File: src/rtl/imem_boot_loader_pkg.sv
// Shared types and constants for the boot loader.
// The frame starts with a 2-byte word count, followed by 4 little-endian bytes per word.
package imem_boot_loader_pkg;

  typedef enum logic [2:0] {
    LEN0,
    LEN1,
    DATA,
    WRITE_LAST,
    DONE,
    ERR
  } state_t;

  localparam int LEN_BYTES      = 2;
  localparam int BYTES_PER_WORD = 4;

endpackage

File: src/rtl/imem_boot_loader_word_assembler.sv
// Collects 4 little-endian bytes into a word. word_valid pulses 1 cycle after the 4th byte.
// There is no backpressure: the caller only presents bytes it has already accepted.
module word_assembler
  import imem_boot_loader_pkg::*;
(
  input  logic        clk,
  input  logic        rst_n,
  input  logic        clr,
  input  logic        byte_fire,
  input  logic [7:0]  byte_data,
  output logic        last_byte,
  output logic        word_valid,
  output logic [31:0] word
);

  logic [1:0] cnt;

  assign last_byte = (cnt == 2'(BYTES_PER_WORD - 1));

  // Each byte shifts in at the top, so after four bytes the first one sits in [7:0].
  always_ff @(posedge clk or negedge rst_n) begin
    if (!rst_n) begin
      cnt        <= '0;
      word       <= '0;
      word_valid <= 1'b0;
    end else begin
      word_valid <= byte_fire && last_byte;
      if (clr) begin
        cnt <= '0;
      end else if (byte_fire) begin
        word <= {byte_data, word[31:8]};
        cnt  <= cnt + 2'd1;
      end
    end
  end

endmodule

File: src/rtl/imem_boot_loader.sv
// Boot loader: takes a length-prefixed byte stream and writes it into instruction memory from address 0.
// A write follows 1 cycle after each 4th byte. Ready drops once the last word is taken, and the core stays in reset until done.
module imem_boot_loader
  import imem_boot_loader_pkg::*;
#(
  parameter int N = 10
) (
  input  logic         clk,
  input  logic         rst_n,
  input  logic         load_start_i,
  input  logic         byte_valid_i,
  input  logic [7:0]   byte_data_i,
  output logic         byte_ready_o,
  output logic         imem_we_o,
  output logic [N-1:0] imem_addr_o,
  output logic [31:0]  imem_wdata_o,
  output logic         core_rst_n_o,
  output logic         load_done_o,
  output logic         load_err_o,
  output logic [N-2:0] words_loaded_o
);

  localparam logic [15:0] CAPACITY = 16'(1 << (N - 2));

  state_t      state;
  logic [15:0] len;
  logic [15:0] len_full;
  logic        fire;
  logic        data_fire;
  logic        last_byte;
  logic        final_word;
  logic        word_valid;
  logic [31:0] word;

  assign fire       = byte_valid_i && byte_ready_o;
  assign data_fire  = fire && (state == DATA);
  assign len_full   = {byte_data_i, len[7:0]};
  assign final_word = (16'(words_loaded_o) + 16'd1) == len;

  word_assembler u_asm (
    .clk        (clk),
    .rst_n      (rst_n),
    .clr        (fire && (state == LEN1)),
    .byte_fire  (data_fire),
    .byte_data  (byte_data_i),
    .last_byte  (last_byte),
    .word_valid (word_valid),
    .word       (word)
  );

  // The word counter also serves as the write index, so the address is the count before it increments.
  assign imem_we_o    = word_valid;
  assign imem_wdata_o = word;
  assign imem_addr_o  = {words_loaded_o[N-3:0], 2'b00};

  always_ff @(posedge clk or negedge rst_n) begin
    if (!rst_n) begin
      state          <= LEN0;
      len            <= '0;
      byte_ready_o   <= 1'b0;
      core_rst_n_o   <= 1'b0;
      load_done_o    <= 1'b0;
      load_err_o     <= 1'b0;
      words_loaded_o <= '0;
    end else begin
      if (word_valid) words_loaded_o <= words_loaded_o + 1'b1;
      case (state)
        LEN0: begin
          byte_ready_o <= 1'b1;
          if (fire) begin
            len[7:0] <= byte_data_i;
            state    <= LEN1;
          end
        end
        LEN1: begin
          if (fire) begin
            len[15:8]      <= byte_data_i;
            words_loaded_o <= '0;
            if (len_full == 16'd0) begin
              state        <= DONE;
              byte_ready_o <= 1'b0;
              load_done_o  <= 1'b1;
              core_rst_n_o <= 1'b1;
            end else if (len_full > CAPACITY) begin
              state        <= ERR;
              byte_ready_o <= 1'b0;
              load_err_o   <= 1'b1;
            end else begin
              state <= DATA;
            end
          end
        end
        DATA: begin
          // Stop accepting bytes as soon as the last word is complete, so the stream cannot overrun the image.
          if (data_fire && last_byte && final_word) begin
            state        <= WRITE_LAST;
            byte_ready_o <= 1'b0;
          end
        end
        WRITE_LAST: begin
          state        <= DONE;
          load_done_o  <= 1'b1;
          core_rst_n_o <= 1'b1;
        end
        DONE, ERR: begin
          if (load_start_i) begin
            state          <= LEN0;
            byte_ready_o   <= 1'b1;
            load_done_o    <= 1'b0;
            load_err_o     <= 1'b0;
            core_rst_n_o   <= 1'b0;
            words_loaded_o <= '0;
          end
        end
        default: begin
          state        <= LEN0;
          byte_ready_o <= 1'b0;
        end
      endcase
    end
  end

endmodule
File: config.mk
export PLATFORM = sky130hd
export DESIGN_NAME = imem_boot_loader
export DESIGN_NICKNAME = d
export VERILOG_FILES = /design/src/rtl/imem_boot_loader_pkg.sv /design/src/rtl/imem_boot_loader_word_assembler.sv /design/src/rtl/imem_boot_loader.sv
export SDC_FILE = /design/constraint.sdc
export NUM_CORES = 1
export LEC_CHECK = 0
export CAP_MARGIN = 10
export CORE_ASPECT_RATIO = 0.7
export CORE_MARGIN = 4
export CORE_UTILIZATION = 30
export DETAILED_ROUTE_END_ITERATION = 16
export PLACE_DENSITY = 0.62
export SLEW_MARGIN = 20
export SYNTH_ARGS = -nofsm -noshare
export SYNTH_HDL_FRONTEND = slang
export SYNTH_HIERARCHICAL = 1
export SYNTH_SLANG_ARGS = --single-unit
export TNS_END_PERCENT = 100
File: constraint.sdc
create_clock -name clk -period 2 [get_ports clk]
set_input_delay 0.4 -clock clk [delete_from_list [all_inputs] [get_ports clk]]
set_output_delay 0.4 -clock clk [all_outputs]
set_load 0.1 [all_outputs]
# == Word level (Yosys, flattened, before mapping) ==
# Cells that the tools add are included.
# totals
reg_bits,66
input_bits,12
# classes
order_cmp,1
muxes,27
n_eq_ne,15
n_bitwise,2
reduce_logical,18
add_sub_neg,3
# ops
cell,count
two-way mux 9 bit,3
two-way mux 3 bit,6
one-hot mux 9 bit (2 select lines),1
== test 10 x 16 -> 1 bit,1
greater-than comparator 16 x 9 -> 1 bit (second input constant),1
logical NOT 16 bit,1
one-hot mux 3 bit (5 select lines),1
two-way mux 1 bit,11
adder 9 x 1 -> 10 bit (second input constant),1
AND reduction 5 bit,2
adder 9 x 1 -> 9 bit (second input constant),1
!= test 2 bit (second input constant),4
AND reduction 4 bit,2
== test 3 x 2 -> 1 bit (second input constant),2
== test 3 bit (second input constant),2
!= test 2 x 1 -> 1 bit (second input constant),3
AND reduction 2 bit,3
logical AND 1 bit,5
one-hot mux 1 bit (5 select lines),1
two-way mux 2 bit,2
nonzero test 2 bit,2
== test 3 x 1 -> 1 bit (second input constant),1
logical NOT 3 bit,1
!= test 3 x 1 -> 1 bit (second input constant),1
other kinds (7),8

# == Depth between registers and ports, before layout ==
# Gate-level depths: netlist of run 1.
# depth
ltp_word,6
depth_mapped,8
depth_no_buf,6

# == Modules after synthesis ==
# Netlist of run 1, hierarchy kept.
# modules_own_cells
module,cells_per_inst,area_per_inst_um2,instances
imem_boot_loader,200,1833.0,1
word_assembler,78,1480.2,1

# == Worst setup path before layout of run 1 ==
# Ideal clock, no wire load.
# synth_timing
kind,flip-flop to flip-flop
start,register byte_ready_o
end,register u_asm.word[10]
stages_incl_launch_ff,7
arrival_time_ns,2.324
setup_time_ns,0.126
n_path_buf,2
setup_slack_ns,-0.450
period_less_slack_ns,2.450
required_ns,1.874
path_cell_list,dfrtp_1 > nand4_1 > clkinv_1 > nor2b_4 > buf_6 > buf_12 > mux2_4
# synth_between
elab_chain_len,4
word_cells_on_any_way,5
# synth_lines
element,line,rtl
"start, declared",imem_boot_loader.sv:13,"output logic byte_ready_o,"
"start signal, assigned",imem_boot_loader.sv:60,byte_ready_o <= 1'b0;
"start signal, assigned",imem_boot_loader.sv:69,byte_ready_o <= 1'b1;
"start signal, assigned",imem_boot_loader.sv:81,byte_ready_o <= 1'b0;
logical AND 1 bit (*),imem_boot_loader.sv:35,assign fire = byte_valid_i && byte_ready_o;
logical AND 1 bit,imem_boot_loader.sv:43,".clr (fire && (state == LEN1)),"
inverter 1 bit (no line),-,
AND reduction 2 bit (no line) (*),-,
"end signal, assigned",imem_boot_loader_word_assembler.sv:31,"word <= {byte_data, word[31:8]};"
"end, declared",imem_boot_loader_word_assembler.sv:13,output logic [31:0] word
# Mark *: on every way between the ends. The rest lies on a longest branch, timed or not.
# A chain may end at the register's enable or synchronous reset.

# == Worst setup path after layout of run 1 ==
# layout_timing
start,register words_loaded_o[0]
end,register byte_ready_o
# layout_between
elab_chain_len,5
# layout_lines
element,line,rtl
"start, declared",imem_boot_loader.sv:20,output logic [N-2:0] words_loaded_o
"start signal, assigned",imem_boot_loader.sv:66,if (word_valid) words_loaded_o <= words_loaded_o + 1'b1;
adder 9 x 1 -> 10 bit,imem_boot_loader.sv:38,assign final_word = (16'(words_loaded_o) + 16'd1) == len;
== test 10 x 16 -> 1 bit,imem_boot_loader.sv:38,
logical AND 1 bit,imem_boot_loader.sv:95,if (data_fire && last_byte && final_word) begin
!= test 2 x 1 -> 1 bit (no line),-,
AND reduction 5 bit (no line),-,
"end signal, assigned",imem_boot_loader.sv:60,
"end signal, assigned",imem_boot_loader.sv:97,byte_ready_o <= 1'b0;
"end signal, assigned",imem_boot_loader.sv:108,byte_ready_o <= 1'b1;
# No other way between the ends.

==> summary.txt, run 1 <==
Run status
  • Outcome: complete, no violations

Cells and area
  • Nets: roughly 380
  • Fill count: 985
  • P&R area growth vs syn: 42.5%
  • ANT cells: 0
  • Share of cells above drive strength 1: 0.433

Synthesis
  • XOR/XNOR share of the synthesized area: 0.0476
  • YS warnings: 6
  • Yosys reg bits: 66
  • Top cell type's share of synthesized area: 0.498
  • Compound-Gate Fraction of Synth Area: 0.0684
  • Syn Inst Count: 278
  • EDFF count, synth: 0
  • Main area contributors after synthesis: dfrtp_1 (50%), mux2_4 (14%), nand2_1 (3.7%)
  • Synth Flop Type: dfrtp_1
  • Async set-reset flop share out of synthesis: 1.00
  • Synthesized area per cell: roughly 12 sq um
  • Simple-gate area share of the yosys netlist: 0.142
  • Most frequent cell after synthesis: dfrtp_1
  • Synth unique cells: 53
  • Register area share after synthesis: 0.498
  • Mapped Area: about 0.0033 sq mm
  • Synth cell count leaders: dfrtp_1 (66), nand2_1 (33), mux2_4 (30), nor2_1 (23), xnor2_1 (13)
  • Yosys top cell by area: dfrtp_1
  • Post-synthesis mux area share: 0.169
  • Main combinational cell family by area after synthesis: multiplexers
  • Synth Area in Adders: 0.00755

STA
  • Fmax: between 500 and 600 MHz
  • Relative slew margins: 0.659
  • Final Setup Violations: 0
  • Least-Margin Pin Slew: 0.507 ns
  • Hold WS: 0.479 ns
  • Final Hold Viols: 0
  • Minimum clock period: 1.91 ns
  • Fin Clk Skew: 0.00484 ns
  • Max-slew violations: 0
  • Final setup margin: 0.0930 ns
  • Part of the cycle the worst path needs: 0.954

Critical path
  • Slowest stage delay, CP: roughly 0.47 ns
  • CP Launch Type: register
  • Worst reg2reg startpoint: words_loaded_o[0]$_DFF_PN0_
  • Cell chain of the critical path: ha_1 -> xnor2_1 -> and4_1 -> o2111ai_1 -> o41ai_2 -> nand3_1
  • Worst EP required: 2.19 ns
  • CP max stage cell: dfrtp_4
  • Arr. time, crit path: 2.10 ns
  • CP Launch Point: words_loaded_o[0]$_DFF_PN0_
  • CP max FO: 2
  • Setup slack, reg-to-reg: 0.09 ns
  • Kind of critical path: reg2reg
  • Setup crit end kind: register

Clocking
  • CTS Buf Count: 9
  • CTS root buf: clkbuf_16
  • CTS H-tree lvls: 3
  • Worst-path clk slew: around 0.050 ns
  • Clk Latency, worst-skew pair: between 0.3 and 0.4 ns
  • CTS tree: done
  • Clock sink total: 66
  • Clock buffer depth: 2

Placement
  • HPWL Detailed: 5790 um
  • Routability congestion estimate: 0.840
  • # port buffers: 65
  • Place WS: -0.200 ns

Floorplan
  • Die area: 0.0128 sq mm
  • Die Width: approximately 130 um
  • # IOs: 68
  • FP Rows: 31
  • Initial core utilization: 0.314
  • Area of the core: 0.0106 sq mm
  • Die Y: 95.9 um

Global routing
  • First-pass GRT wire length: 12900 um
  • GRT Util Overall: 0.130
  • Initial antenna violation count: 0
  • Largest net degree at the start of global routing: 40
  • Number of global-route vias before repair: 2393
  • GRT overflow: 0

Worst hold path
  • Hold path start: len[13]$_DFFE_PN0P_
  • Min-delay worst type: reg2reg

Route
  • Via Count: 2354
  • DRT Pass-1 Iters: 4
  • # DRC: 0
  • Post-DR wirelength/cell: 14.9 um
  • Total length of routed wires: 7740 um
  • Number of DRC markers in iteration 0: 119
  • Vias per cell: ~4.5
  • Final ANT Viol Nets: 0

Flow run
  • Max_cap viols: 0
==> placed cells by master, fill, tap and decap left out, drive strengths merged, types with 3 or more instances in the layout <==
master	synthesis	final
and2	3	3
nand4	5	5
nor4	7	7
nor3	4	4
nand3	6	6
buf	20	87
mux2	38	38
nand2	33	33
o21ai	6	6
clkbuf	1	10
nor2	23	23
inv	4	4
o31ai	3	3
clkinv	1	4
xor2	5	5
dfrtp	66	66
a21oi	6	6
xnor2	13	13
clkdlybuf4s50	0	10
==> repair_timing <==
action | CTS | global route
hold buffers | 1 | 0
endpoints found under the setup margin | 0 | 3
hold endpoints to repair | 5 | 0
buffers inserted | 0 | 0
gates resized for setup | 0 | 3
==> per-stage QoR <==
stage / TNS, ns / utilization / instances / instance area, sq um
2_1_floorplan: 0 / - / 279 / 3340
3_5_place_dp: -4.55 / 0.414 / 503 / 4370
3_3_place_gp: -2.73 / 0.414 / 503 / 4370
6_report: 0 / 0.448 / 520 / 4720
4_1_cts: 0 / 0.446 / 520 / 4710
5_1_grt: -0.00862 / 0.448 / 520 / 4720
==> layer usage <==
layer | vias up | share of wire | wire length [um] | GRT usage
li1 | 1138 | - | - | -
met5 | - | 0 | 0 | 0
met3 | 9 | 0.065 | 505 | 0.0580
met1 | 1149 | 0.52 | 4020 | 0.190
met2 | 58 | 0.41 | 3150 | 0.176
met4 | 0 | 0.0084 | 65 | 0.0265
==> cell families after synthesis <==
| kind of cell | Yosys count |
|---|---|
| muxes | 40 |
| buffers and inverters | 26 |
| DFF | 66 |
| xor gates and xnor gates | 18 |
| other | 1 |
| adders and majority gates | 2 |
| AOI/OAI and AO/OA | 31 |
| and+or+nand+nor | 94 |
==> registers in the layout, summed over array words and instances, names as in the netlist <==
signal and count:
load_done_o 1, u_asm/cnt 2, u_asm/word 32, load_err_o 1, state 3, u_asm/word_valid 1
words_loaded_o 9, byte_ready_o 1, len 16
==> layout make-up <==
cell class | instances | area (sq um) | share of cell area
clock inverters | 6 | 90.1 | 0.0191
multi-input cells | 187 | 1460 | 0.310
flip-flops and latches | 66 | 1680 | 0.355
repair buffers | 98 | 1050 | 0.222
inverters | 5 | 20.0 | 0.00424
well taps | 148 | 185 | 0.0392
clock buffers | 10 | 239 | 0.0506
==> worst max-delay path: cells and delay by family, from the launching register on <==
kind            cells  cell delay, ns
flops               1            0.47
fa+ha+maj           1            0.34
simple gates        2            0.35
xor+xnor            1            0.17
compound gates      2            0.44
==> path summary, 6_finish.rpt <==
check                      cells past startpoint                          end
setup / recovery                               6     byte_ready_o$_DFFE_PN0P_
max in group asynchronous                      3    u_asm/word[3]$_DFFE_PN0P_
hold reg to reg                                2          len[13]$_DFFE_PN0P_
hold / removal                                 2          len[13]$_DFFE_PN0P_
min in group asynchronous                      2  words_loaded_o[8]$_DFF_PN0_
setup reg to reg                               6     byte_ready_o$_DFFE_PN0P_
Power of run 1 is left out: the tool's default activity adds up to more than one toggle a clock period on the data nets, which glitch-free logic cannot reach.
==> inputs of run 2 (changes only) <==
CTS_CLUSTER_DIAMETER = 150   (was unset)
==> results of run 2 <==
Same layout as run 1: the final DEF is identical, and so are final timing and power.
Power of run 2 is left out for the same reason.
==> inputs of run 3 (changes only) <==
GPL_TIMING_DRIVEN = 0   (was unset)
MAX_ROUTING_LAYER = met4   (was unset)
==> run 3 against run 2 <==
  * First-iteration DRC count rose by 29%
  * Hold slack improved by 0.0039 ns
  * Flip-flop and latch count unchanged
  * Clock-buffer cell count stayed put
  * Die area is the same
  * Design area shrank 3.8%
  * Non-clock buffer count down 5
  * Register-to-register slack got worse by 0.04 ns
  * Sequential share of layout area rose by 1.4 points
  * Clock skew is essentially flat
  * Maximum frequency fell by 2.7%
  * Critical path depth fell by 5
==> summary.txt, run 3 (synthesized netlist as in run 1, its figures left out) <==
Critical path
  • Kind of critical path: reg2out
  • CP max FO: 2
  • Worst EP required: roughly 1.6 ns
  • Arr. time, crit path: 1.56 ns
  • CP Launch Point: u_asm/word_valid$_DFF_PN0_
  • Slowest stage delay, CP: between 0.8 and 0.9 ns
  • CP max stage cell: clkdlybuf4s15_1
  • Worst path top cell family by delay: buffers and inverters
  • Worst reg2reg startpoint: state[0]$_DFFE_PN0P_
  • CP Buf/Inv Count: 1
  • Reg-to-reg endpoint: byte_ready_o$_DFFE_PN0P_
  • CP Launch Type: register
  • Setup slack, reg-to-reg: ~0.050 ns
  • Cell chain of the critical path: clkdlybuf4s15_1
  • Setup crit end kind: primary output
  • R2R depth: 6
  • Setup crit end: imem_we_o
  • CP Depth: 1

Clocking
  • CTS H-tree lvls: 3
  • Clock sink total: 66
  • CTS tree: done
  • Clock buffer depth: 2
  • Clk Latency, worst-skew pair: 0.32 ns
  • Worst-path clk slew: 0.05 ns
  • CTS root buf: clkbuf_16
  • CTS Buf Count: 9

Cells and area
  • Final Core Density: 0.431
  • P&R area growth vs syn: 37.1%
  • Fill count: slightly above 1000
  • Max reg flops: 32
  • Share of cells above drive strength 1: 0.368
  • Commonest non-fill, non-tap cell in the layout: dfrtp_1
  • Register with the most flip-flops: u_asm/word
  • Top Registers: u_asm/word x32, len x16, words_loaded_o x9
  • Most frequent cells in the layout: dfrtp_1 (57), nand2_1 (33), mux2_4 (30)
  • Area of the multi-input gates: 0.00151 sq mm
  • Register area: 0.00168 sq mm
  • ANT cells: 0
  • Post-Layout Inst Area: 0.00454 sq mm
  • Nets: 376

Route
  • Via Count: around 2400
  • DRT Pass-1 Iters: 4
  • Final ANT Viol Nets: 0
  • Number of DRC markers in iteration 0: 154
  • Vias per cell: 4.60
  • Post-DR wirelength/cell: 15.2 um
  • # DRC: 0
  • Total length of routed wires: 7820 um

STA
  • Minimum clock period: 1.96 ns
  • Relative slew margins: 0.361
  • Fmax: between 500 and 600 MHz
  • Least-Margin Pin Slew: just under 1 ns
  • RSZ-0062 raised after global routing: true
  • Final Hold Viols: 0
  • Fin Clk Skew: roughly 0.0044 ns
  • Max-slew violations: 0
  • Part of the cycle the worst path needs: 0.980
  • Final Setup Violations: 0

Floorplan
  • FP Rows: 31
  • Area of the core: 0.0106 sq mm
  • Initial core utilization: 0.314
  • # IOs: a little under 70
  • Die Y: 95.9 um
  • Die Width: 134 um
  • Die area: 0.0128 sq mm

Global routing
  • Number of global-route vias before repair: approximately 2400
  • First-pass GRT wire length: 12500 um
  • Initial antenna violation count: 0
  • GRT Util Overall: 0.130
  • GRT overflow: 0
  • Largest net degree at the start of global routing: 50

Worst hold path
  • Min-delay worst type: reg2reg

Flow run
  • Max_cap viols: 0

Placement
  • # port buffers: 65
  • DP Area: 0.00421 sq mm
  • HPWL Detailed: 5770 um
  • Routability congestion estimate: just under 0.8

Run status
  • Outcome: complete, no violations
==> run 3: layer usage <==
metal  wire length [um]  GRT usage  up-vias  share of wire
li1                   -          -     1132              -
met1               4140      0.184     1173           0.53
met2               3270      0.174       57           0.42
met3                366     0.0470        5          0.047
met4                 51     0.0308        0         0.0065
met5                  0          -        -              0
==> run 3: worst min-delay path, delay by kind of cell (launching register included) <==
kind             cells  cell delay [ns]
and+or+nand+nor      2             0.11
DFF                  1             0.34
==> run 3: area by class of cell <==
type,instances,area share
clock inverters,6,0.0127
repair buffers,72,0.147
inverters,5,0.00441
multi-input cells,187,0.331
clock buffers,10,0.0504
well taps,148,0.0408
plain buffers,21,0.0449
flip-flops and latches,66,0.369
==> run 3: what timing repair did <==
item / 4_1_cts / 5_1_grt
hold buffers: 1 / 0
resized for setup: 102 / 34
pin swaps: 2 / 6
endpoints found under the hold margin: 17 / 0
setup endpoints to repair: 95 / 64
buffers inserted: 1 / 4
==> run 3: how the worst min path moves through the flow <==
stage / slack (ns) / to / startpoint / cells after the start
after floorplan: 0.10 / len[0]$_DFFE_PN0P_ / rst_n / 0
after global placement: 0.46 / len[15]$_DFFE_PN0P_ / len[15]$_DFFE_PN0P_ / 2
after detailed placement: 0.30 / words_loaded_o[6]$_DFF_PN0_ / rst_n / 1
after CTS: 0.49 / len[15]$_DFFE_PN0P_ / len[15]$_DFFE_PN0P_ / 2
after global routing: 0.51 / len[13]$_DFFE_PN0P_ / len[13]$_DFFE_PN0P_ / 2
final: 0.48 / len[15]$_DFFE_PN0P_ / len[15]$_DFFE_PN0P_ / 2
==> run 3: per-stage QoR <==
stage | hold WS (ns) | std cells | setup WS (ns) | TNS (ns)
floorplan | 0.104 | 279 | 0.0201 | 0
global placement | 0.461 | 492 | -2.16 | -135.80
detailed placement | 0.300 | 493 | -0.456 | -20.46
CTS | 0.485 | 511 | 0.000310 | 0
global route | 0.509 | 515 | -0.0198 | -0.0298
finish | 0.483 | 515 | 0.0390 | 0
Power of run 3 is left out for the same reason.
